==> config.mk <==
export PLATFORM = sky130hd
export DESIGN_NAME = led_pattern_ctrl_flat
export DESIGN_NICKNAME = d
export VERILOG_FILES = /design/src/rtl/led_pattern_ctrl_if.sv /design/src/rtl/led_pattern_ctrl.sv /design/src/flat_wrapper.sv
export SDC_FILE = /design/constraint.sdc
export NUM_CORES = 1
export LEC_CHECK = 0
export CAP_MARGIN = 10
export CELL_PAD_IN_SITES_DETAIL_PLACEMENT = 1
export CELL_PAD_IN_SITES_GLOBAL_PLACEMENT = 2
export CORE_MARGIN = 2
export CORE_UTILIZATION = 36
export CTS_CLUSTER_DIAMETER = 60
export DETAILED_ROUTE_END_ITERATION = 10
export PLACE_DENSITY = 0.94
export SLEW_MARGIN = 0
export SYNTH_ARGS = -nofsm -noshare
export SYNTH_HDL_FRONTEND = slang
export SYNTH_SLANG_ARGS = --single-unit
==> constraint.sdc <==
create_clock -name sclk -period 3.45 [get_ports sclk]
set_clock_uncertainty 0.05 [all_clocks]
set_input_delay 0.5175 -clock sclk [delete_from_list [all_inputs] [get_ports sclk]]
set_output_delay 0.5175 -clock sclk [all_outputs]
set_load 0.02 [all_outputs]
==> src/rtl/led_pattern_ctrl_if.sv <==
// ---------------------------------------------------------------------------
// led_pattern_ctrl_if
//
// Purpose:
//   Groups the pattern-control signals between the ARM GPIO / divider side
//   and the LED pattern stage. The system clock and reset stay as plain
//   ports on the module.
//
// Signal summary:
//   tick         one-cycle step strobe from the upstream divider
//   mode_async   2-bit pattern select from ARM GPIO (asynchronous to sclk)
//   led          registered LED drive, NUM_LED bits
//   mode_cur     registered currently-applied mode (also the FSM state)
//   dbg_phase    blink phase register
//   dbg_chase    chase vector register
//   dbg_duty     breathe duty register
//   dbg_dir_down breathe direction (1 = counting down)
//   dbg_pwm_cnt  breathe PWM counter
//
// Handshake semantics:
//   There is no valid/ready pair on this block. tick is a pure strobe: every
//   sclk cycle in which tick is high is one pattern step, and the block never
//   stalls the producer. mode_async is a level that may change at any time.
//
// Modports:
//   master  drives tick / mode_async, observes everything else
//   slave   the pattern stage itself
// ---------------------------------------------------------------------------
interface led_pattern_ctrl_if #(
    parameter int NUM_LED  = 2,
    parameter int PWM_BITS = 8
);
    logic                tick;
    logic [1:0]          mode_async;
    logic [NUM_LED-1:0]  led;
    logic [1:0]          mode_cur;

    logic                dbg_phase;
    logic [NUM_LED-1:0]  dbg_chase;
    logic [PWM_BITS-1:0] dbg_duty;
    logic                dbg_dir_down;
    logic [PWM_BITS-1:0] dbg_pwm_cnt;

    modport master (
        output tick,
        output mode_async,
        input  led,
        input  mode_cur,
        input  dbg_phase,
        input  dbg_chase,
        input  dbg_duty,
        input  dbg_dir_down,
        input  dbg_pwm_cnt
    );

    modport slave (
        input  tick,
        input  mode_async,
        output led,
        output mode_cur,
        output dbg_phase,
        output dbg_chase,
        output dbg_duty,
        output dbg_dir_down,
        output dbg_pwm_cnt
    );
endinterface

==> src/rtl/led_pattern_ctrl.sv <==
// ---------------------------------------------------------------------------
// led_pattern_ctrl
//
// Purpose:
//   LED pattern stage between the ARM GPIO / divider logic and the FPGA LED
//   pins. The pattern mode arrives asynchronously from ARM GPIO and is passed
//   through a SYNC_STAGES flop chain. Patterns: OFF, BLINK, CHASE and
//   BREATHE (PWM fade up/down). Each divider tick advances the pattern.
//
// Parameters:
//   NUM_LED      number of LED outputs (>= 1)
//   PWM_BITS     width of the PWM counter and duty register
//   SYNC_STAGES  synchronizer depth on mode_async (>= 2)
//
// Ports:
//   sclk   system clock (Zynq PL clock)
//   rst    asynchronous reset, active low (0 = reset)
//   bus    led_pattern_ctrl_if.slave: tick, mode_async in; led, mode_cur
//          and debug state out
//
// Build option:
//   LED_ACTIVE_LOW_EN  when defined, led is the bitwise inverse of the
//                      logical pattern and resets to all ones. mode_cur is
//                      unaffected.
// ---------------------------------------------------------------------------
module led_pattern_ctrl #(
    parameter int NUM_LED     = 2,
    parameter int PWM_BITS    = 8,
    parameter int SYNC_STAGES = 3
) (
    input  logic                  sclk,
    input  logic                  rst,
    led_pattern_ctrl_if.slave     bus
);

    // FSM state is the applied mode itself.
    typedef enum logic [1:0] {
        MODE_OFF     = 2'b00,
        MODE_BLINK   = 2'b01,
        MODE_CHASE   = 2'b10,
        MODE_BREATHE = 2'b11
    } mode_e;

    localparam logic [PWM_BITS-1:0] DUTY_MAX  = '1;
    localparam logic [PWM_BITS-1:0] DUTY_ZERO = '0;
    localparam logic [PWM_BITS-1:0] DUTY_ONE  = PWM_BITS'(1);
    localparam logic [NUM_LED-1:0]  CHASE_INIT = NUM_LED'(1);

    // XOR mask applied to the logical pattern on its way to the pins; it is
    // also the pin value while in reset.
`ifdef LED_ACTIVE_LOW_EN
    localparam logic [NUM_LED-1:0] LED_XOR = '1;
`else
    localparam logic [NUM_LED-1:0] LED_XOR = '0;
`endif

    // -----------------------------------------------------------------------
    // Registers
    // -----------------------------------------------------------------------
    logic [1:0]          r_sync [SYNC_STAGES];
    mode_e               r_mode_cur;
    logic                r_phase;
    logic [NUM_LED-1:0]  r_chase;
    logic [PWM_BITS-1:0] r_duty;
    logic                r_dir_down;
    logic [PWM_BITS-1:0] r_pwm_cnt;
    logic [NUM_LED-1:0]  r_led;

    // -----------------------------------------------------------------------
    // Next-state wires
    // -----------------------------------------------------------------------
    logic [1:0]          w_mode_s;
    logic                w_change;
    mode_e               w_mode_nxt;
    logic                w_phase_nxt;
    logic [NUM_LED-1:0]  w_chase_nxt;
    logic [PWM_BITS-1:0] w_duty_nxt;
    logic                w_dir_down_nxt;
    logic [PWM_BITS-1:0] w_pwm_cnt_nxt;
    logic [NUM_LED-1:0]  w_pattern;

    assign w_mode_s = r_sync[SYNC_STAGES-1];
    assign w_change = (w_mode_s != r_mode_cur);

    // Rotate left by one with the MSB wrapping into bit 0. Written as a loop
    // so that NUM_LED = 1 degenerates to the identity.
    function automatic logic [NUM_LED-1:0] rotl1(input logic [NUM_LED-1:0] v);
        logic [NUM_LED-1:0] r;
        r = v;
        for (int i = 0; i < NUM_LED; i++) begin
            r[(i + 1) % NUM_LED] = v[i];
        end
        return r;
    endfunction

    // -----------------------------------------------------------------------
    // Synchronizer: each mode bit moves independently through the chain.
    // No debounce; a bit that is mid-transition may resolve either way and
    // simply shows up one cycle later.
    // -----------------------------------------------------------------------
    always_ff @(posedge sclk or negedge rst) begin
        if (!rst) begin
            for (int i = 0; i < SYNC_STAGES; i++) begin
                r_sync[i] <= 2'b00;
            end
        end else begin
            r_sync[0] <= bus.mode_async;
            for (int i = 1; i < SYNC_STAGES; i++) begin
                r_sync[i] <= r_sync[i-1];
            end
        end
    end

    // -----------------------------------------------------------------------
    // FSM next-state and pattern datapath.
    // A pending mode change takes priority over a coincident tick: the new
    // mode starts from its initial pattern state and the tick is dropped.
    // -----------------------------------------------------------------------
    always_comb begin
        w_mode_nxt     = r_mode_cur;
        w_phase_nxt    = r_phase;
        w_chase_nxt    = r_chase;
        w_duty_nxt     = r_duty;
        w_dir_down_nxt = r_dir_down;
        w_pwm_cnt_nxt  = DUTY_ZERO;

        if (w_change) begin
            w_mode_nxt     = mode_e'(w_mode_s);
            w_phase_nxt    = 1'b0;
            w_chase_nxt    = CHASE_INIT;
            w_duty_nxt     = DUTY_ZERO;
            w_dir_down_nxt = 1'b0;
        end else begin
            case (r_mode_cur)
                MODE_OFF: begin
                    // Ticks are ignored; everything holds.
                end
                MODE_BLINK: begin
                    if (bus.tick) begin
                        w_phase_nxt = ~r_phase;
                    end
                end
                MODE_CHASE: begin
                    if (bus.tick) begin
                        w_chase_nxt = rotl1(r_chase);
                    end
                end
                MODE_BREATHE: begin
                    // Free-running counter wraps naturally at 2^PWM_BITS.
                    w_pwm_cnt_nxt = r_pwm_cnt + DUTY_ONE;
                    if (bus.tick) begin
                        // Direction flips on the same edge duty lands on an
                        // endpoint, so each endpoint is visited once per
                        // sweep. The saturating guards keep duty in range
                        // even if direction were ever inconsistent.
                        if (r_dir_down) begin
                            if (r_duty == DUTY_ZERO) begin
                                w_dir_down_nxt = 1'b0;
                            end else begin
                                w_duty_nxt = r_duty - DUTY_ONE;
                                if (r_duty == DUTY_ONE) begin
                                    w_dir_down_nxt = 1'b0;
                                end
                            end
                        end else begin
                            if (r_duty == DUTY_MAX) begin
                                w_dir_down_nxt = 1'b1;
                            end else begin
                                w_duty_nxt = r_duty + DUTY_ONE;
                                if (r_duty == (DUTY_MAX - DUTY_ONE)) begin
                                    w_dir_down_nxt = 1'b1;
                                end
                            end
                        end
                    end
                end
            endcase
        end
    end

    // -----------------------------------------------------------------------
    // Logical LED pattern from the current registered state. It is
    // registered into r_led, so a tick's effect reaches the pins one cycle
    // after the edge that updated the pattern state.
    // -----------------------------------------------------------------------
    always_comb begin
        w_pattern = '0;
        case (r_mode_cur)
            MODE_OFF:     w_pattern = '0;
            MODE_BLINK:   w_pattern = {NUM_LED{r_phase}};
            MODE_CHASE:   w_pattern = r_chase;
            MODE_BREATHE: w_pattern = {NUM_LED{(r_pwm_cnt < r_duty)}};
        endcase
    end

    // -----------------------------------------------------------------------
    // State register
    // -----------------------------------------------------------------------
    always_ff @(posedge sclk or negedge rst) begin
        if (!rst) begin
            r_mode_cur <= MODE_OFF;
            r_phase    <= 1'b0;
            r_chase    <= '0;
            r_duty     <= DUTY_ZERO;
            r_dir_down <= 1'b0;
            r_pwm_cnt  <= DUTY_ZERO;
            r_led      <= LED_XOR;
        end else begin
            r_mode_cur <= w_mode_nxt;
            r_phase    <= w_phase_nxt;
            r_chase    <= w_chase_nxt;
            r_duty     <= w_duty_nxt;
            r_dir_down <= w_dir_down_nxt;
            r_pwm_cnt  <= w_pwm_cnt_nxt;
            r_led      <= w_pattern ^ LED_XOR;
        end
    end

    // -----------------------------------------------------------------------
    // Outputs
    // -----------------------------------------------------------------------
    assign bus.led          = r_led;
    assign bus.mode_cur     = r_mode_cur;
    assign bus.dbg_phase    = r_phase;
    assign bus.dbg_chase    = r_chase;
    assign bus.dbg_duty     = r_duty;
    assign bus.dbg_dir_down = r_dir_down;
    assign bus.dbg_pwm_cnt  = r_pwm_cnt;

endmodule

==> src/flat_wrapper.sv <==
// flat-port wrapper written by rule: the top's interface ports become plain ports
module led_pattern_ctrl_flat 
#(
    parameter int NUM_LED     = 2,
    parameter int PWM_BITS    = 8,
    parameter int SYNC_STAGES = 3
)
  (sclk, rst, bus_tick, bus_mode_async, bus_led, bus_mode_cur, bus_dbg_phase, bus_dbg_chase, bus_dbg_duty, bus_dbg_dir_down, bus_dbg_pwm_cnt);
  led_pattern_ctrl_if #(.NUM_LED(NUM_LED), .PWM_BITS(PWM_BITS)) bus_i ();
  input  logic sclk;
  input  logic rst;
  input wire logic [$bits(bus_i.tick)-1:0] bus_tick;
  input wire logic [$bits(bus_i.mode_async)-1:0] bus_mode_async;
  output wire logic [$bits(bus_i.led)-1:0] bus_led;
  output wire logic [$bits(bus_i.mode_cur)-1:0] bus_mode_cur;
  output wire logic [$bits(bus_i.dbg_phase)-1:0] bus_dbg_phase;
  output wire logic [$bits(bus_i.dbg_chase)-1:0] bus_dbg_chase;
  output wire logic [$bits(bus_i.dbg_duty)-1:0] bus_dbg_duty;
  output wire logic [$bits(bus_i.dbg_dir_down)-1:0] bus_dbg_dir_down;
  output wire logic [$bits(bus_i.dbg_pwm_cnt)-1:0] bus_dbg_pwm_cnt;
  assign bus_i.tick = bus_tick;
  assign bus_i.mode_async = bus_mode_async;
  assign bus_led = bus_i.led;
  assign bus_mode_cur = bus_i.mode_cur;
  assign bus_dbg_phase = bus_i.dbg_phase;
  assign bus_dbg_chase = bus_i.dbg_chase;
  assign bus_dbg_duty = bus_i.dbg_duty;
  assign bus_dbg_dir_down = bus_i.dbg_dir_down;
  assign bus_dbg_pwm_cnt = bus_i.dbg_pwm_cnt;
  led_pattern_ctrl #(.NUM_LED(NUM_LED), .PWM_BITS(PWM_BITS), .SYNC_STAGES(SYNC_STAGES)) u_core (.sclk(sclk), .rst(rst), .bus(bus_i));
endmodule
## Word-level counts from Yosys, hierarchy flattened

Cells that the tools add are included.

- Register bits after elaboration: 30
- Output and inout port bits: 24
- Word-level logic and storage cells: 57
- Input bits: 5

- Reduce and logical (&&, ||, !) cells: 10
- Equal/unequal tests: 9
- $lt $le $gt $ge: 1
- Add/subtract/negate cells: 3
- Bitwise logic cells: 1
- Multiplexer cells: 23

Operators with widths:

| operator | count |
|---|---|
| 2-to-1 mux 8 bit | 8 |
| adder 8 x 1 -> 8 bit, second input constant | 2 |
| equality test 8 bit, second input constant | 2 |
| 2-to-1 mux 1 bit | 11 |
| equality test 8 x 1 -> 1 bit, second input constant | 1 |
| logical NOT 8 bit | 1 |
| < comparator 8 bit | 1 |
| case mux 2 bit (4 select lines) | 1 |
| nonzero test 2 bit | 4 |
| subtractor 8 x 1 -> 8 bit, second input constant | 1 |
| 2-to-1 mux 2 bit | 3 |
| AND reduction 2 bit | 3 |
| equality test 2 bit, second input constant | 2 |
| AND reduction 4 bit | 1 |
| != test 3 x 1 -> 1 bit, second input constant | 1 |
| != test 3 bit, second input constant | 1 |
| equality test 2 x 1 -> 1 bit, second input constant | 1 |
| logical NOT 2 bit | 1 |
| != test 2 bit | 1 |
| inverter 1 bit | 1 |

## Longest topological paths before layout

Gate-level depths: netlist of the first run.

- Word-level depth: 7
- Mapped depth: 7
- Mapped depth without buffers: 7

## Worst setup path before layout of the first run

No wires, ideal clock.

- Path kind: register -> register
- Start: register u_core.r_duty[0], in the netlist u_core.bus.dbg_duty[0]
- End: register u_core.r_duty[4], in the netlist u_core.bus.dbg_duty[4]
- Arrival time: 1.802 ns
- Cell stages (with the launch flop): 7
- Setup time: 0.077 ns
- Required time: 3.323 ns
- Slack: 1.520 ns
- Period minus slack after synthesis: 1.930 ns
- Path buffers: 0
- Cell sequence: dfrtp_1 inv_1 ha_1 and4bb_1 a21bo_4 or3_1 a21oi_1

- Cells in the longest elaborated chain, start to end: 6
- Elaborated cells on any way between the ends: 13
- Those cells by class: add/sub (2); eq/ne (3); mux (6); reduce/logical (2)

Ends and longest elaborated chain:

| item | RTL line | text |
|---|---|---|
| start: declaration | led_pattern_ctrl.sv:64 | `logic [PWM_BITS-1:0] r_duty;` |
| start signal: assignment | led_pattern_ctrl.sv:212 | `r_duty <= w_duty_nxt;` |
| adder 8 x 1 -> 8 bit or subtractor 8 x 1 -> 8 bit (tied branches) | led_pattern_ctrl.sv:169, led_pattern_ctrl.sv:160 |  |
| 2-to-1 mux 8 bit, on equally long branches | led_pattern_ctrl.sv:166, led_pattern_ctrl.sv:157 |  |
| 2-to-1 mux 8 bit | led_pattern_ctrl.sv:156 | `if (r_dir_down) begin` |
| 2-to-1 mux 8 bit | led_pattern_ctrl.sv:151 | `if (bus.tick) begin` |
| 2-to-1 mux 8 bit | led_pattern_ctrl.sv:134 | `case (r_mode_cur)` |
| 2-to-1 mux 8 bit | led_pattern_ctrl.sv:127 | `if (w_change) begin` |

Several ways; a longest one is shown, not always the timed one. The select of a mux whose other input is x is not followed.
A chain may end at the register's enable or synchronous reset.

## Final worst setup path of the first run

- Start: register u_core.r_duty[2], in the netlist u_core.bus.dbg_duty[2]
- End: output port bus_dbg_duty[2]

RTL lines:

| item | RTL line | text |
|---|---|---|
| end: declaration | flat_wrapper.sv:18 | `output wire logic [$bits(bus_i.dbg_duty)-1:0] bus_dbg_duty;` |

No word-level cell between the ends.

==> impl_metrics.csv, run 1 <==
group,metric,value,unit
floorplanning,rows,24,
sta,rsz0062_at_grt,"false",
synthesis,synth_edf_count,0,
clock_tree,cts-root-buf,"clkbuf_8",
worst_setup_path,worstPathMaxFanout,9,
clock_tree,cts_hold_buffers,0,
status,status,"finished, final reports clean",
worst_setup_path,reg2reg_to,"u_core.bus.dbg_duty[1]",
floorplanning,die-area,5210,sq um
min_path,hp-class,"flip-flop to flip-flop",
worst_setup_path,rrSetupSlack,1430,ps
synthesis,syn_avg_cell_area,10.5,sq um
floorplanning,core-area,4410,sq um
global_route,antenna_found_initial,0,
min_path,hold_depth,0,
pwr,power.leakage,0.844,nW
cells_and_area,mostFrequentLayoutCell,"dfrtp_1",
clock_tree,path_clk_slew,70,ps
clock_tree,cts_setup_buffers,0,
sta,post-route-min-period,2090,ps
synthesis,yosysWarnings,0,
placed_design,dp.cells,234,
placed_design,numPortBuffers,28,
worst_setup_path,crit_slowest_cell,"clkdlybuf4s50_1",
global_route,grt_max_degree,31,
worst_setup_path,r2r-start,"u_core.bus.dbg_duty[0]",
clock_tree,htree_num_levels,2,
clock_tree,cts_buffers,5,
worst_setup_path,cp_cell_sequence,"clkdlybuf4s50_1",
cells_and_area,layout.nets,207,
synthesis,ys.flop_type,"dfrtp_1",
cells_and_area,area_growth,23.8,%
detailed_routing,routed_wirelength,4290,um
worst_setup_path,cp-start-kind,"flip-flop",
cells_and_area,drive_above_1_share,10.5,%
placed_design,pre_cts_ws,1230,ps
detailed_routing,routedWlPerCell,17.7,um
worst_setup_path,end_kind,"primary output",
placed_design,place_congestion,0.826,
clock_tree,clock_path_buffers,2,
clock_tree,worstSkewPairLatency,280,ps
min_path,whs_endpoint,"u_core.w_mode_s[1]",
pwr,pwr_density_cell,349,nW/um^2
floorplanning,fp.dieH,72.2,um
sta,worstMarginPinSlew,481,ps
detailed_routing,drtPass1Iterations,4,
clock_tree,cts_sinks,30,
global_route,grt_pass1_vias,1503,
run,cap_violations,0,
detailed_routing,vias_per_cell,5.43,
floorplanning,fp.dieW,72.2,um
detailed_routing,num_vias,1314,
floorplanning,ios,29,
global_route,grt_pass1_wl,7450,um
synthesis,synth.cell_area,1670,sq um
worst_setup_path,path_delay_family,"buffers and inverters",
sta,hold_viol,0,
synthesis,ys_ff_latch,30,
worst_setup_path,max_stage_delay,680,ps
sta,timing.fmax,0.478,GHz
worst_setup_path,critPathBufInv,1,
worst_setup_path,crit_required,2880,ps
sta,layout_setup_ws,1360,ps
cells_and_area,final_util,46.9,%
detailed_routing,drt_iter0_drc,49,
synthesis,synth.distinct_cells,42,
global_route,grt_use_total,18.8,%
sta,setup_viol,0,
clock_tree,post_cts_resized,0,
sta,fin_tns_setup,0,ps
cells_and_area,final_cell_mix,"30 x dfrtp_1, 28 x clkdlybuf4s50_1, 21 x nor2_1",
detailed_routing,drc_errors,0,
synthesis,syn_inst,160,
min_path,hold_start,"u_core.r_sync[3]",
sta,post-route-period-util,60.6,%
worst_setup_path,path_class,"flip-flop to primary output",
floorplanning,initial_utilization,37.9,%
clock_tree,cts_tree,"done",
sta,slew_headroom,67.8,%
cells_and_area,final_cell_count_no_fill,242,
synthesis,ys_seq_area_share,44.9,%
synthesis,async_reset_ff_share,100,%
global_route,overflow,0,
pwr,ir_drop,0.000262,V
detailed_routing,postRouteAntennaNets,0,
synthesis,syn-num-nets,178,
worst_setup_path,arrival,1520,ps
worst_setup_path,rr_worst_depth,7,
sta,drv_slew,0,
cells_and_area,antenna-diode-count,0,
placed_design,dp_hpwl,2940,um
through the flow:
stage | power [mW] | hold slack, ps | area, sq um
after floorplan | 0.404 | 172 | 1670
after global placement | 0.429 | 288 | 1980
after detailed placement | 0.433 | 286 | 1980
after CTS | 0.731 | 314 | 2070
after global routing | 0.756 | 326 | 2070
final | 0.724 | 311 | 2070
state kept, by name, indices dropped and copies added (netlist names):
signal / flops
u_core.bus.dbg_pwm_cnt: 8
u_core.bus.dbg_dir_down: 1
u_core.r_sync: 4
u_core.w_mode_s: 2
u_core.bus.dbg_phase: 1
u_core.bus.mode_cur: 2
u_core.bus.led: 2
u_core.bus.dbg_duty: 8
u_core.bus.dbg_chase: 2
layer usage:
| metal | GRT usage [%] | routed length, um |
|---|---|---|
| met1 | 23.2 | 1880 |
| met3 | 5.42 | 155 |
| met5 | 0 | 0 |
| met2 | 31.5 | 2180 |
| met4 | 6.29 | 74 |
worst max-delay path by stage:
stage	depth (start not counted)	startpoint	slack, ps	endpoint
finish	1	u_core.bus.dbg_duty[2]	1360	bus_dbg_duty[2]
global route	7	u_core.bus.dbg_duty[1]	1230	u_core.bus.dbg_duty[1]
CTS	1	u_core.bus.dbg_duty[3]	1340	bus_dbg_duty[3]
detailed placement	6	bus_tick	1230	u_core.bus.dbg_duty[6]
global placement	6	bus_tick	1310	u_core.bus.dbg_duty[3]
floorplan	6	u_core.bus.dbg_duty[0]	1520	u_core.bus.dbg_duty[4]
power by group:
group | switching [mW] | internal (mW)
Sequential | 0.00896 | 0.360
Combinational | 0.0327 | 0.0239
Clock | 0.138 | 0.160
final cells by class:
| type | count | area, sq um |
|---|---|---|
| timing repair buffer | 29 | 288 |
| tap | 52 | 65.1 |
| inverter | 9 | 33.8 |
| clock buffer | 6 | 82.6 |
| sequential | 30 | 751 |
| fill | 483 | 2340 |
| clock inverter | 2 | 12.5 |
| multi-input combinational | 114 | 838 |
cell families (layout without fill, tap and decap cells):
group	count (synthesis)	after routing	share of synthesized area [%]
DFF	30	30	44.9
buffers and inverters	16	46	5.01
adders and majority gates	13	13	9.72
and+or+nand+nor	64	64	22.0
AOI/OAI and AO/OA	20	20	9.42
muxes	1	1	0.598
xor gates and xnor gates	16	16	8.38
Yosys cell counts, types with 2 or more instances:
master / instances / area [sq um]
xor2_1: 6 / 52.6
nand2_1: 8 / 30.0
buf_4: 2 / 15.0
nor2_1: 21 / 78.8
a21oi_1: 4 / 20.0
xnor2_1: 10 / 87.6
inv_1: 9 / 33.8
dfrtp_1: 30 / 751
o21ai_0: 3 / 15.0
buf_6: 2 / 22.5
clkbuf_1: 2 / 7.51
and2b_2: 2 / 17.5
ha_1: 13 / 163
and3_1: 2 / 12.5
nand4_1: 3 / 18.8
nand3b_1: 2 / 15.0
nor3_1: 3 / 15.0
nand3_1: 11 / 55.1
a211oi_1: 3 / 22.5
a211oi_2: 2 / 25.0
Note: power is estimated with default switching activity, not from simulation.
==> run 2, diff against run 1 <==
- CORE_UTILIZATION: 36 -> 33
- PLACE_DENSITY: 0.94 -> 0.88
- clock period: 3.45 -> 2 ns (I/O delays scaled with it)
==> run 2 against run 1 <==
Compared with the run above: clock-buffer cell count unchanged; utilization down 2.8 points; critical path type unchanged; design area up 2.7%; largest cell class unchanged; hold slack worse by 3.1 ps; register-to-register slack worse by 1300 ps; sequential share of layout area down 0.88 points; via count down 2.4%; highest routed layer unchanged; clock power up 71%; setup slack worse by 1200 ps.
==> impl_metrics.csv, run 2 (same netlist as run 1, synthesis figures left out) <==
group,metric,value,unit
sta,post-route-period-util,94.3,%
detailed_routing,routedWlPerCell,15.7,um
worst_setup_path,crit_required,1650,ps
clock_tree,cts_setup_buffers,0,
cells_and_area,area_growth,27.1,%
clock_tree,cts_buffers,5,
pwr,power.leakage,0.860,nW
min_path,hp-class,"flip-flop to flip-flop",
detailed_routing,vias_per_cell,4.93,
status,status,"finished, final reports clean",
floorplanning,fp.dieH,75.2,um
cells_and_area,antenna-diode-count,0,
global_route,grt_pass1_vias,1368,
global_route,grt_pass1_wl,7020,um
floorplanning,initial_utilization,34.7,%
sta,rsz0062_at_grt,"false",
clock_tree,cts-root-buf,"clkbuf_8",
run,cap_violations,0,
clock_tree,cts_tree,"done",
floorplanning,die-area,5660,sq um
worst_setup_path,max_stage_delay,700,ps
detailed_routing,routed_wirelength,4080,um
sta,timing.fmax,0.530,GHz
cells_and_area,final_cell_mix,"29 x dfrtp_1, 28 x clkdlybuf4s50_1, 20 x nor2_1",
detailed_routing,drt_iter0_drc,15,
worst_setup_path,critPathBufInv,1,
floorplanning,rows,25,
clock_tree,worstSkewPairLatency,290,ps
pwr,pwr_density_cell,586,nW/um^2
pwr,ir_drop,0.000353,V
detailed_routing,drc_errors,0,
worst_setup_path,cp-start-kind,"flip-flop",
global_route,grt_use_total,17.0,%
cells_and_area,multi_input_comb_area,851,sq um
detailed_routing,num_vias,1282,
sta,drv_slew,0,
sta,layout_setup_ws,115,ps
placed_design,pre_cts_ws,-37.4,ps
worst_setup_path,worstPathMaxFanout,12,
cells_and_area,layout.nets,210,
clock_tree,cts_sinks,30,
placed_design,dp_hpwl,3010,um
placed_design,numPortBuffers,28,
sta,worstMarginPinSlew,520,ps
worst_setup_path,arrival,1540,ps
cells_and_area,regArea,752,sq um
clock_tree,cts_hold_buffers,0,
placed_design,place_congestion,0.850,
worst_setup_path,end_kind,"primary output",
worst_setup_path,crit_slowest_cell,"clkdlybuf4s50_1",
sta,hold_viol,0,
sta,post-route-min-period,1890,ps
sta,setup_viol,0,
sta,worst_hold_slack,308,ps
worst_setup_path,path_class,"flip-flop to primary output",
floorplanning,ios,29,
floorplanning,fp.dieW,75.2,um
clock_tree,htree_num_levels,2,
cells_and_area,fillers,572,
worst_setup_path,cp_cell_sequence,"clkdlybuf4s50_1",
global_route,grt_max_degree,31,
worst_setup_path,path_delay_family,"buffers and inverters",
detailed_routing,postRouteAntennaNets,0,
clock_tree,path_clk_slew,60,ps
floorplanning,core-area,4820,sq um
global_route,antenna_found_initial,0,
clock_tree,clock_path_buffers,2,
cells_and_area,mostFrequentLayoutCell,"dfrtp_1",
sta,slew_headroom,65.2,%
global_route,overflow,0,
cells_and_area,drive_above_1_share,14.0,%
detailed_routing,drtPass1Iterations,4,
-- run 2: per-stage QoR --
stage               cell area (sq um)  TNS, ps  total power [mW]  utilization (%)  instances
global route                     2130        0              1.31             44.1        260
CTS                              2110        0              1.27             43.9        260
finish                           2130        0              1.24             44.1        260
detailed placement               2020    -37.4             0.748             41.9        252
global placement                 2020        0             0.743             41.9        252
floorplan                        1670        0             0.696                -        160
-- run 2: worst reg2reg max path, stage by stage, from the launching register on --
cell	delay [ps]
dfrtp_2	420
inv_1	100
ha_1	230
and4bb_1	220
a21bo_4	260
a211oi_2	250
xnor2_1	150
nor2_1	60
-- run 2: repair_timing --
item,4_1_cts,5_1_grt
pin swaps,0,0
cloned,0,0
resized for setup,1,3
setup endpoints to repair,1,1
-- run 2: routing by layer --
layer | vias to the layer above | part of all wire [%] | track usage (%)
met5 | - | 0 | 0
met4 | 0 | 1.5 | 5.26
met3 | 6 | 3.5 | 4.55
met2 | 21 | 50 | 28.5
met1 | 637 | 45 | 21.4
li1 | 618 | - | -
-- run 2: layout make-up --
class	count	share of cell area, %
clock buffer	6	3.88
clock inverter	2	0.589
sequential	30	35.4
tap	67	3.94
timing repair buffer	32	14.6
multi-input combinational	114	40.0
inverter	9	1.59
-- run 2: report_power, final --
group          switching (mW)  internal [mW]  total, mW  leakage, nW
registers              0.0135          0.621      0.635        0.392
clock network           0.234          0.276      0.510       0.0472
logic                  0.0577         0.0431      0.101        0.421
-- run 2: worst paths after layout --
kind / start / endpoint / slack (ps) / cells after the start
min reg2reg: u_core.r_sync[4] / u_core.r_sync[2] / 310 / 0
max reg2reg: u_core.bus.dbg_duty[0] / u_core.bus.dbg_duty[7] / 150 / 7
min: u_core.r_sync[4] / u_core.r_sync[2] / 310 / 0
max in group asynchronous: rst / u_core.bus.dbg_duty[0] / 1230 / 2
min in group asynchronous: rst / u_core.bus.dbg_pwm_cnt[4] / 350 / 2
max: u_core.bus.dbg_dir_down / bus_dbg_dir_down / 110 / 1
